--- src/rtl/ag_ps2_tx_pkg.sv ---
// Shared definitions for the Agat PS/2 host transmitter: state encodings,
// frame bit counts and default cycle counts.
package ag_ps2_tx_pkg;

    localparam logic [2:0] ST_IDLE    = 3'd0;
    localparam logic [2:0] ST_INHIBIT = 3'd1;
    localparam logic [2:0] ST_RTS     = 3'd2;
    localparam logic [2:0] ST_BITS    = 3'd3;
    localparam logic [2:0] ST_ACK     = 3'd4;
    localparam logic [2:0] ST_RELEASE = 3'd5;

    localparam logic [3:0] N_LAST_DATA = 4'd8;
    localparam logic [3:0] N_PARITY    = 4'd9;
    localparam logic [3:0] N_STOP      = 4'd10;
    localparam logic [3:0] N_ACK       = 4'd11;

    localparam int DEF_INHIBIT_CYCLES = 120;
    localparam int DEF_TIMEOUT_CYCLES = 15000;

    function automatic logic odd_parity(input logic [7:0] d);
        return ~^d;
    endfunction

endpackage

--- src/rtl/ag_ps2_tx_edge.sv ---
// PS/2 clock registration and falling-edge pulse, shared with the receiver.
module ag_ps2_edge (
    input  logic clk,
    input  logic reset,
    input  logic line,
    output logic fall
);

    logic cur;
    logic prev;

    // Idle-high reset value keeps a fall from appearing straight out of reset.
    always_ff @(posedge clk) begin
        if (reset) begin
            cur  <= 1'b1;
            prev <= 1'b1;
        end else begin
            cur  <= line;
            prev <= cur;
        end
    end

    assign fall = prev & ~cur;

endmodule

--- src/rtl/ag_ps2_tx.sv ---
// Host-to-device PS/2 transmitter for the Agat keyboard port.
// Define AG_PS2_TX_ACK_CHECK_EN to turn a device NACK at the ACK clock into tx_err.
module ag_ps2_tx
    import ag_ps2_tx_pkg::*;
#(
    parameter int INHIBIT_CYCLES = DEF_INHIBIT_CYCLES,
    parameter int TIMEOUT_CYCLES = DEF_TIMEOUT_CYCLES
) (
    input  logic       clk,
    input  logic       reset,
    input  logic [1:0] ps2_bus,
    output logic       ps2_clk_oe,
    output logic       ps2_data_oe,
    input  logic [7:0] tx_data,
    input  logic       tx_start,
    output logic       tx_busy,
    output logic       tx_done,
    output logic       tx_err
);

    localparam logic [13:0] INHIBIT_LAST = 14'(INHIBIT_CYCLES - 1);
    localparam logic [13:0] INHIBIT_PRE  = 14'(INHIBIT_CYCLES - 2);
    localparam logic [13:0] TIMEOUT_LAST = 14'(TIMEOUT_CYCLES - 1);

    logic [2:0]  state;
    logic [7:0]  data_q;
    logic        parity_q;
    logic [3:0]  n;
    logic [13:0] cnt;
    logic        nack_q;
    logic        fall;
    logic [3:0]  n_next;
    logic [2:0]  bit_idx;

    ag_ps2_edge u_edge (
        .clk   (clk),
        .reset (reset),
        .line  (ps2_bus[0]),
        .fall  (fall)
    );

    assign n_next  = n + 4'd1;
    // Fall 8 wraps to index 7 in three bits, so no special case is needed.
    assign bit_idx = n_next[2:0] - 3'd1;

    // cnt times the inhibit period, then is reused as the frame timeout.
    always_ff @(posedge clk) begin
        if (reset) begin
            state       <= ST_IDLE;
            data_q      <= 8'h00;
            parity_q    <= 1'b0;
            n           <= 4'd0;
            cnt         <= 14'd0;
            nack_q      <= 1'b0;
            ps2_clk_oe  <= 1'b0;
            ps2_data_oe <= 1'b0;
            tx_busy     <= 1'b0;
            tx_done     <= 1'b0;
            tx_err      <= 1'b0;
        end else begin
            tx_done <= 1'b0;
            tx_err  <= 1'b0;
            case (state)
                ST_IDLE: begin
                    if (tx_start) begin
                        data_q      <= tx_data;
                        parity_q    <= odd_parity(tx_data);
                        n           <= 4'd0;
                        cnt         <= 14'd0;
                        nack_q      <= 1'b0;
                        ps2_clk_oe  <= 1'b1;
                        ps2_data_oe <= 1'b0;
                        tx_busy     <= 1'b1;
                        state       <= ST_INHIBIT;
                    end
                end
                ST_INHIBIT: begin
                    cnt <= cnt + 14'd1;
                    if (cnt == INHIBIT_PRE) begin
                        ps2_data_oe <= 1'b1;
                    end
                    if (cnt == INHIBIT_LAST) begin
                        ps2_clk_oe <= 1'b0;
                        state      <= ST_RTS;
                    end
                end
                ST_RTS: begin
                    cnt         <= 14'd0;
                    ps2_clk_oe  <= 1'b0;
                    ps2_data_oe <= 1'b1;
                    state       <= ST_BITS;
                end
                ST_BITS, ST_ACK, ST_RELEASE: begin
                    if (cnt == TIMEOUT_LAST) begin
                        ps2_clk_oe  <= 1'b0;
                        ps2_data_oe <= 1'b0;
                        tx_busy     <= 1'b0;
                        tx_err      <= 1'b1;
                        state       <= ST_IDLE;
                    end else begin
                        cnt <= cnt + 14'd1;
                        if (state == ST_BITS) begin
                            if (fall) begin
                                n <= n_next;
                                if (n_next <= N_LAST_DATA) begin
                                    ps2_data_oe <= ~data_q[bit_idx];
                                end else if (n_next == N_PARITY) begin
                                    ps2_data_oe <= ~parity_q;
                                end else begin
                                    ps2_data_oe <= 1'b0;
                                    state       <= ST_ACK;
                                end
                            end
                        end else if (state == ST_ACK) begin
                            if (fall) begin
                                n <= N_ACK;
`ifdef AG_PS2_TX_ACK_CHECK_EN
                                nack_q <= ps2_bus[1];
`else
                                nack_q <= 1'b0;
`endif
                                state <= ST_RELEASE;
                            end
                        end else begin
                            if (ps2_bus == 2'b11) begin
                                tx_busy <= 1'b0;
                                tx_err  <= nack_q;
                                tx_done <= ~nack_q;
                                state   <= ST_IDLE;
                            end
                        end
                    end
                end
                default: begin
                    ps2_clk_oe  <= 1'b0;
                    ps2_data_oe <= 1'b0;
                    tx_busy     <= 1'b0;
                    state       <= ST_IDLE;
                end
            endcase
        end
    end

endmodule

--- config.mk ---
export PLATFORM = sky130hd
export DESIGN_NAME = ag_ps2_tx
export DESIGN_NICKNAME = d
export VERILOG_FILES = /design/src/rtl/ag_ps2_tx_pkg.sv /design/src/rtl/ag_ps2_tx_edge.sv /design/src/rtl/ag_ps2_tx.sv
export SDC_FILE = /design/constraint.sdc
export NUM_CORES = 1
export LEC_CHECK = 0
export CAP_MARGIN = 20
export CORE_ASPECT_RATIO = 2
export CORE_MARGIN = 4
export CORE_UTILIZATION = 35
export DETAILED_ROUTE_END_ITERATION = 8
export PLACE_DENSITY_LB_ADDON = 0.2
export RECOVER_POWER = 25
export SLEW_MARGIN = 20
export SYNTH_ARGS = -nofsm -noshare
export SYNTH_HDL_FRONTEND = slang
export SYNTH_SLANG_ARGS = --single-unit
--- constraint.sdc ---
create_clock -name clk -period 2.8 [get_ports clk]
set_input_delay 0.42 -clock clk [delete_from_list [all_inputs] [get_ports clk]]
set_output_delay 0.42 -clock clk [all_outputs]
set_load 0.02 [all_outputs]
Word level (Yosys, flattened, before mapping)
Cells that the tools add are included.

word-level totals
  output and inout port bits = 5
  register bits after elaboration = 38
  input bits = 13
  logic and storage cells = 122

operators by class
  reduce and logical (&&, ||, !) cells = 16
  bitwise operators = 8
  equality and inequality tests = 31
  $add $sub $neg = 3
  $lt $le $gt $ge = 2
  mux-type cells = 49

operator list
  operator               count
  $pmux 14 s4            1
  $mux 3                 10
  $eq 14x7->1 const B    2
  $mux 14                2
  $mux 4                 6
  $ne 3x3->1 const B     8
  $mux 1                 23
  $ne 2x2->1 const B     8
  $ne 4x4->1 const B     4
  $add 14x1->14 const B  1
  $eq 14x14->1 const B   1
  $pmux 3 s4             1
  $reduce_and 6->1       2
  $pmux 4 s2             1
  $reduce_xnor 8->1      1
  $not 1->1              7
  $reduce_and 7->1       1
  $eq 3x2->1 const B     2
  $eq 3x3->1 const B     2
  $pmux 1 s3             2
  $reduce_and 3->1       2
  $reduce_or 6->1        1
  $ne 5x5->1 const B     1
  $reduce_and 5->1       1
  other kinds (18)       19

Depth between registers and ports, before layout
Gate-level depths: netlist of the first run.

  depth after elaboration = 10
  mapped depth = 8
  depth with buffers taken out = 8

Cells and area by module
A second synthesis of the first run with hierarchy kept.

unflattened totals
  cell total of the unflattened synthesis = 253
  area, all modules = 2154.6 um2

by module, submodules not included
  module       sequential area each (um2)  area an instance (um2)  cells an instance  times used
  ag_ps2_tx    700.7                       2093.3                  248                1
  ag_ps2_edge  40.0                        61.3                    5                  1

Worst setup path before layout of the first run
OpenSTA, ideal clock, no wires.

  path kind = reg-to-reg
  start = reg cnt[3]
  end = reg state[1]
  library setup time = 87 ps
  stages on the path, launching flop included = 7
  required time = 2713 ps
  setup slack = 704 ps
  period minus slack after synthesis = 2096 ps
  arrival = 2009 ps
  buffers on the path = 0
  cell sequence = dfxtp_1 > or4b_4 > or4_4 > o21ai_2 > o21ai_2 > or4_1 > o31ai_1

between the ends
  word-level cells in the longest chain between the ends = 3
  elaborated cells between the ends (all ways) = 11
  those cells by class = eq/ne: 8; mux: 2; reduce/logical: 1

RTL lines
  element                                                          line                              RTL
  start, declared                                                  ag_ps2_tx.sv:29                   logic [13:0] cnt;
  start signal, assigned                                           ag_ps2_tx.sv:78                   cnt <= cnt + 14'd1;
  start signal, assigned                                           ag_ps2_tx.sv:101                  cnt <= cnt + 14'd1;
  $eq 14x14->1 / $eq 14x7->1 (equally long branches)               ag_ps2_tx.sv:94, ag_ps2_tx.sv:82
  $ne 5x5->1 (no line) (tied with other cells)                     -
  $reduce_and 7->1 (no line) / $pmux 3 s4 (equally long branches)  -
  end signal, assigned                                             ag_ps2_tx.sv:91                   state <= ST_BITS;
  end signal, assigned                                             ag_ps2_tx.sv:99                   state <= ST_IDLE;
  end signal, assigned                                             ag_ps2_tx.sv:111                  state <= ST_ACK;
  end, declared                                                    ag_ps2_tx.sv:25                   logic [2:0] state;

Several ways; a longest one is shown, not always the timed one.
A chain may end at the register's enable or synchronous reset.

Final worst setup path of the first run
Ends and elaborated chain as after synthesis.

==> metrics, run 1 <==
WS Path Type flop to flop; core area around 0.0054 mm²; detailed-placement wirelength estimate between 3000 and 4000 µm; count of maximum capacitance violations 0; clock transition at the register clock pins on the worst setup and hold paths after CTS about 0.080 ns; post-synth design cell area 0.00196 mm²; Antenna Nets Post-Route 0; initial antenna violation count 0; standard-cell row count 38; measured slew at the worst slew-check pin 0.604 ns; Final Setup Violations 0; portion of the post-synthesis area used by sequential elements 0.378; Non-Filler Instances 319; Pwr per Cell Area between 600 and 700 mW/mm²; minimum period implied by the final worst setup slack approximately 2.2 ns; number of enable-type register cells in the synthesized netlist 0; synthesized flop and latch total 37; RSZ-0062 raised after global routing false; cell repeated most along the worst path o21ai_2; kind of end point of the critical path flop; vias in the first global route 1790; sum of negative setup slack 0 ns; maximum clock frequency about 450 MHz; CP startpoint kind flop; net load switching power 0.562 mW; H-tree level count 2; DRC violation count after routing 0; synthesized instance count 241; post-synthesis cell type count 44; switching power share of the total 0.364; wire length of the first global-routing pass around 8400 µm; number of hold buffers added after cts 0; number of nets in the finished design approximately 280; final wirelength 4900 µm; clock latency reported for the late side of the worst-skew pair a little under 0.3 ns; delay of the slowest cell on the worst path 0.59 ns; ys flop type dfxtp_1; placer congestion estimate 0.886; Inserted Clock Buffers 5; CTS sink cnt 37; Ant. Diodes 0; die height between 100 and 150 µm; run status complete, no violations; number of vias per cell after detailed routing approximately 5.6; number of nets in the synthesized netlist ~260; Final Hold Viols 0; most used cells in the layout excluding fill and tap cells dfxtp_1, nand2_1, nor2_1, a21oi_1, clkdlybuf4s50_1; global-route usage over all layers 0.161; register share of total power 0.443; type of the tightest min-delay check flop to flop; Register Area approximately 740 µm²; multi-input logic area about 0.0012 mm²; count of final max-slew check failures 0; WP data arrival between 2 and 2.5 ns; detailed-router iteration count before antenna repair 4; Die ar. 0.00693 mm²; peak supply drop between 300 and 400 µV; maximum number of pins on one net before global-route repair 17; Post-Route Skew 0.00620 ns; synth warn 0; library cell used as clock root buffer clkbuf_8; Slew HR 0.597; leading cell type in the layout, fill and taps excluded dfxtp_1; Starting Density 0.361; fill cell count 577; via count around 1800; Internal between 0.9 and 1 mW; total power consumption of the routed design 1.54 mW; CTS tree built; Resized cells post-CTS 0; PortBufs 17; Final period util 0.791; Worst path slowest cell or4b_4; critical path, cell by cell or4b_4, or4_4, o21ai_2, o21ai_2, or4_1, o31ai_1; Static Leakage approximately 0.8 nW; required time of the critical path between 3 and 4 ns; Clk network pwr share 0.238; buffers inserted during post-CTS setup optimization 0; syn_area_per_cell 8.13 µm²; GRT Residual Overflow 0; Clock Path Buffers 2; IO Pins 18; die width roughly 60 µm; number of cells in the design after placement just over 300; average wire per cell in the routed design around 15 µm; async set-or-reset flop fraction in the synthesized netlist 0; number of design-rule violations left by the first detailed-router iteration 44; synthesis-to-layout area growth 15.7%; Max Fanout on Critical Path 5; fraction of power consumed by combinational cells 0.319; fraction of final layout cells with drive strength greater than 1 0.0772
## cells by family after synthesis
logic type,Yosys count,synth area share
simple gates,109,0.286
compound gates,52,0.162
flops,37,0.378
xor+xnor,18,0.0805
buf+inv,17,0.0332
fa+ha+maj,5,0.0319
mux,3,0.0281
## layout make-up
type / count / share of cell area
multi-input combinational: 187 / 0.509
sequential: 37 / 0.327
timing repair buffer: 20 / 0.0834
tap: 60 / 0.0331
clock buffer: 6 / 0.0320
inverter: 7 / 0.0116
clock inverter: 2 / 0.00442
## registers in the layout, indices dropped and copies added (netlist names)
name	cells
cnt	14
data_q	8
n	4
state	3
parity_q	1
ps2_clk_oe	1
ps2_data_oe	1
tx_busy	1
tx_done	1
tx_err	1
u_edge.cur	1
u_edge.prev	1
## power by group through the flow
| stage | clock network, mW | logic, mW | registers, mW |
|---|---|---|---|
| floorplan | 0 | 0.368 | 0.671 |
| global placement | 0 | 0.499 | 0.696 |
| detailed placement | 0 | 0.501 | 0.698 |
| CTS | 0.377 | 0.504 | 0.684 |
| global route | 0.404 | 0.564 | 0.697 |
| finish | 0.367 | 0.492 | 0.683 |
## routing by layer
layer / vias to the layer above / track usage / part of all wire
met1: 837 / 0.167 / 0.37
met5: - / 0 / 0
met2: 30 / 0.289 / 0.56
li1: 886 / - / -
met4: 0 / 0.0955 / 0.046
met3: 18 / 0.0238 / 0.023
## worst max-delay path, delay by kind of cell, from the launching register on
family             cells  cell delay [ns]
AOI/OAI and AO/OA      3             0.25
DFF                    1             0.36
and+or+nand+nor        3             1.53
## synth_stat cells, types with 2 or more instances
master	count	area share
a211oi_1	7	0.027
a21oi_1	20	0.051
and3_1	3	0.0096
clkbuf_1	9	0.017
dfxtp_1	37	0.38
ha_1	5	0.032
inv_1	7	0.013
mux4_2	2	0.023
nand2_1	35	0.067
nand2b_1	2	0.0064
nand3_1	6	0.015
nand3b_1	3	0.012
nand4_1	6	0.019
nand4b_1	2	0.0089
nor2_1	26	0.050
nor2b_1	2	0.0064
nor3_1	6	0.015
nor4_1	3	0.0096
o21ai_0	12	0.031
o21ai_2	2	0.0089
or2_2	3	0.0096
or3_1	4	0.013
or4_1	2	0.0077
xnor2_1	8	0.036
xor2_1	10	0.045
## per-stage QoR
step                      hold WS [ns]  setup slack, ns  cell area [µm²]   util
final                            0.454            0.585             2270  0.418
after global routing             0.479            0.352             2270  0.418
after CTS                        0.457            0.583             2270  0.419
after detailed placement         0.439            0.531             2190  0.404
after global placement           0.430            0.570             2190  0.404
after floorplan                  0.418            0.704             1960      -
## path summary, 6_finish.rpt
| kind | start | endpoint | slack, ns | depth (start not counted) |
|---|---|---|---|---|
| worst max-delay path | cnt[3]$_SDFFE_PP0P_ | state[1]$_SDFFE_PP0P_ | 0.58 | 6 |
| worst min-delay path | data_q[0]$_SDFFE_PP0P_ | data_q[0]$_SDFFE_PP0P_ | 0.45 | 2 |
| worst max register to register | cnt[3]$_SDFFE_PP0P_ | state[1]$_SDFFE_PP0P_ | 0.58 | 6 |
| worst min register to register | data_q[0]$_SDFFE_PP0P_ | data_q[0]$_SDFFE_PP0P_ | 0.45 | 2 |
No activity file was read; power rests on OpenSTA's default activity.
==> run 2: changes to the inputs <==
- clock period: 2.8 -> 2.15 ns (I/O delays scaled with it)
==> metrics, run 2 (synthesized netlist as in run 1, its figures left out) <==
multi-input logic area 0.00117 mm² (+1.3%); Static Leakage 0.925 nW (+15%); Max Fanout on Critical Path 4 (-1); die width 60.9 µm (unchanged); fraction of final layout cells with drive strength greater than 1 0.161 (+0.0841); standard-cell row count 38 (unchanged); DRC violation count after routing 0 (unchanged); largest registers cnt x14, data_q x8, n x4; core area 0.00542 mm² (unchanged); Final Hold Viols 0 (unchanged); RSZ-0062 raised after global routing true; number of vias per cell after detailed routing 5.40 (-2.7%); maximum number of pins on one net before global-route repair 15 (-2); Die ar. 0.00693 mm² (unchanged); Register Area 743 µm² (+0.34%); IO Pins 18 (unchanged); number of design-rule violations left by the first detailed-router iteration 41 (-6.8%); CP startpoint kind flop; delay of the slowest cell on the worst path 0.57 ns (-0.02 ns); type of the tightest min-delay check flop to flop; WP data arrival 2.31 ns (-0.11 ns); final non-filler cell area 0.00247 mm² (+8.9%); average wire per cell in the routed design 15.3 µm (-0.42%); CTS sink cnt 37 (unchanged); Final Setup Violations 0 (unchanged); cell repeated most along the worst path o21ai_2; H-tree level count 2 (unchanged); CTS tree built; synthesis-to-layout area growth 26.0%; placer congestion estimate 0.848 (-4.3%); maximum clock frequency 476 MHz (+5.5%); vias in the first global route 1835 (+2.5%); measured slew at the worst slew-check pin 0.578 ns (-0.0256 ns); Worst path slowest cell or4b_4; Inserted Clock Buffers 5 (unchanged); number of nets in the finished design 296 (+7.2%); GRT Residual Overflow 0 (unchanged); run status complete, no violations; Slew HR 0.613 (+0.0161); register with the most flip-flops cnt; Clock Path Buffers 2 (unchanged); detailed-placement wirelength estimate 4060 µm (+6.0%); Starting Density 0.361 (unchanged); Ant. Diodes 0 (unchanged); global-route usage over all layers 0.166 (+0.00421); Post-Route Skew 0.00662 ns (+0.000423 ns); critical path, cell by cell or4b_4, or4_4, o21ai_2, o21ai_2, or4_1, o31ai_1; area of placed instances 0.00234 mm² (+6.9%); via count 1831 (+3.4%); Worst Hold Margin 0.443 ns (-0.0110 ns); count of final max-slew check failures 0 (unchanged); Final period util 0.977 (+0.186); most used cells in the layout excluding fill and tap cells nand2_1, dfxtp_1, nor2_1, buf_4, a21oi_1; final wirelength 5180 µm (+5.8%); library cell used as clock root buffer clkbuf_8; count of maximum capacitance violations 0 (unchanged); peak supply drop 492 µV (+28%); detailed-router iteration count before antenna repair 4 (unchanged); wire length of the first global-routing pass 8550 µm (+1.3%); required time of the critical path 2.36 ns (-0.65 ns); buffers inserted during post-CTS setup optimization 0 (unchanged); Antenna Nets Post-Route 0 (unchanged); PortBufs 17 (unchanged); kind of end point of the critical path flop; clock latency reported for the late side of the worst-skew pair 0.30 ns (about the same); WS Path Type flop to flop; die height 114 µm (unchanged); initial antenna violation count 0 (unchanged); clock transition at the register clock pins on the worst setup and hold paths after CTS 0.08 ns (about the same); fill cell count 583 (+1.0%); Largest register FFs 14 (unchanged); Pwr per Cell Area 907 mW/mm² (+33%); sum of negative setup slack 0 ns (unchanged); minimum period implied by the final worst setup slack 2.10 ns (-0.115 ns)
run 2: changes by cell type in the layout (fill, tap and decap cells not counted), moves of 2 or more:
| cell | delta |
|---|---|
| buf_4 | +19 |
| dfxtp_2 | +2 |
| clkinv_2 | -2 |
| dfxtp_1 | -2 |
| clkdlybuf4s50_1 | -3 |
| dlygate4sd3_1 | +3 |
run 2: final timing paths:
kind	slack [ns]	endpoint	from	cells after the start
setup / recovery	0.05	state[1]$_SDFFE_PP0P_	cnt[3]$_SDFFE_PP0P_	6
setup reg to reg	0.05	state[1]$_SDFFE_PP0P_	cnt[3]$_SDFFE_PP0P_	6
hold reg to reg	0.44	u_edge.prev$_SDFF_PP1_	u_edge.cur$_SDFF_PP1_	1
hold / removal	0.44	u_edge.prev$_SDFF_PP1_	u_edge.cur$_SDFF_PP1_	1
run 2: timing repair:
item / 4_1_cts / 5_1_grt
pin swaps: 1 / 0
hold buffers: 0 / 0
setup endpoints to repair: 1 / 5
resized for setup: 0 / 5
run 2: layout make-up:
cell class                 instances  area share
sequential                        37       0.301
timing repair buffer              40       0.136
inverter                           7      0.0106
clock buffer                       6      0.0335
clock inverter                     2      0.0152
multi-input combinational        187       0.473
tap                               60      0.0304
run 2: report_power, final:
| part | internal, mW | switching (mW) |
|---|---|---|
| Clock | 0.377 | 0.260 |
| Sequential | 0.785 | 0.0864 |
| Combinational | 0.316 | 0.412 |
| Total | 1.48 | 0.759 |
run 2: worst max-delay path: cells and delay by family, from the launching register on:
family | cells | cell delay, ns
AOI/OAI and AO/OA | 3 | 0.25
DFF | 1 | 0.32
and+or+nand+nor | 3 | 1.45
run 2: per-stage QoR:
step | total power [mW] | utilization | std cells | setup WS [ns]
2_1_floorplan | 1.35 | - | 241 | 0.0536
3_3_place_gp | 1.62 | 0.431 | 331 | 0.0285
3_5_place_dp | 1.63 | 0.431 | 331 | 0.0114
4_1_cts | 2.27 | 0.453 | 339 | 0.0166
5_1_grt | 2.39 | 0.455 | 339 | -0.0180
6_report | 2.24 | 0.455 | 339 | 0.0499
run 2: layer usage:
| metal | vias up | GRT usage | routed length [µm] |
|---|---|---|---|
| li1 | 928 | - | - |
| met2 | 28 | 0.312 | 3020 |
| met1 | 862 | 0.163 | 1870 |
| met5 | - | 0 | 0 |
| met3 | 13 | 0.0249 | 125 |
| met4 | 0 | 0.0839 | 170 |
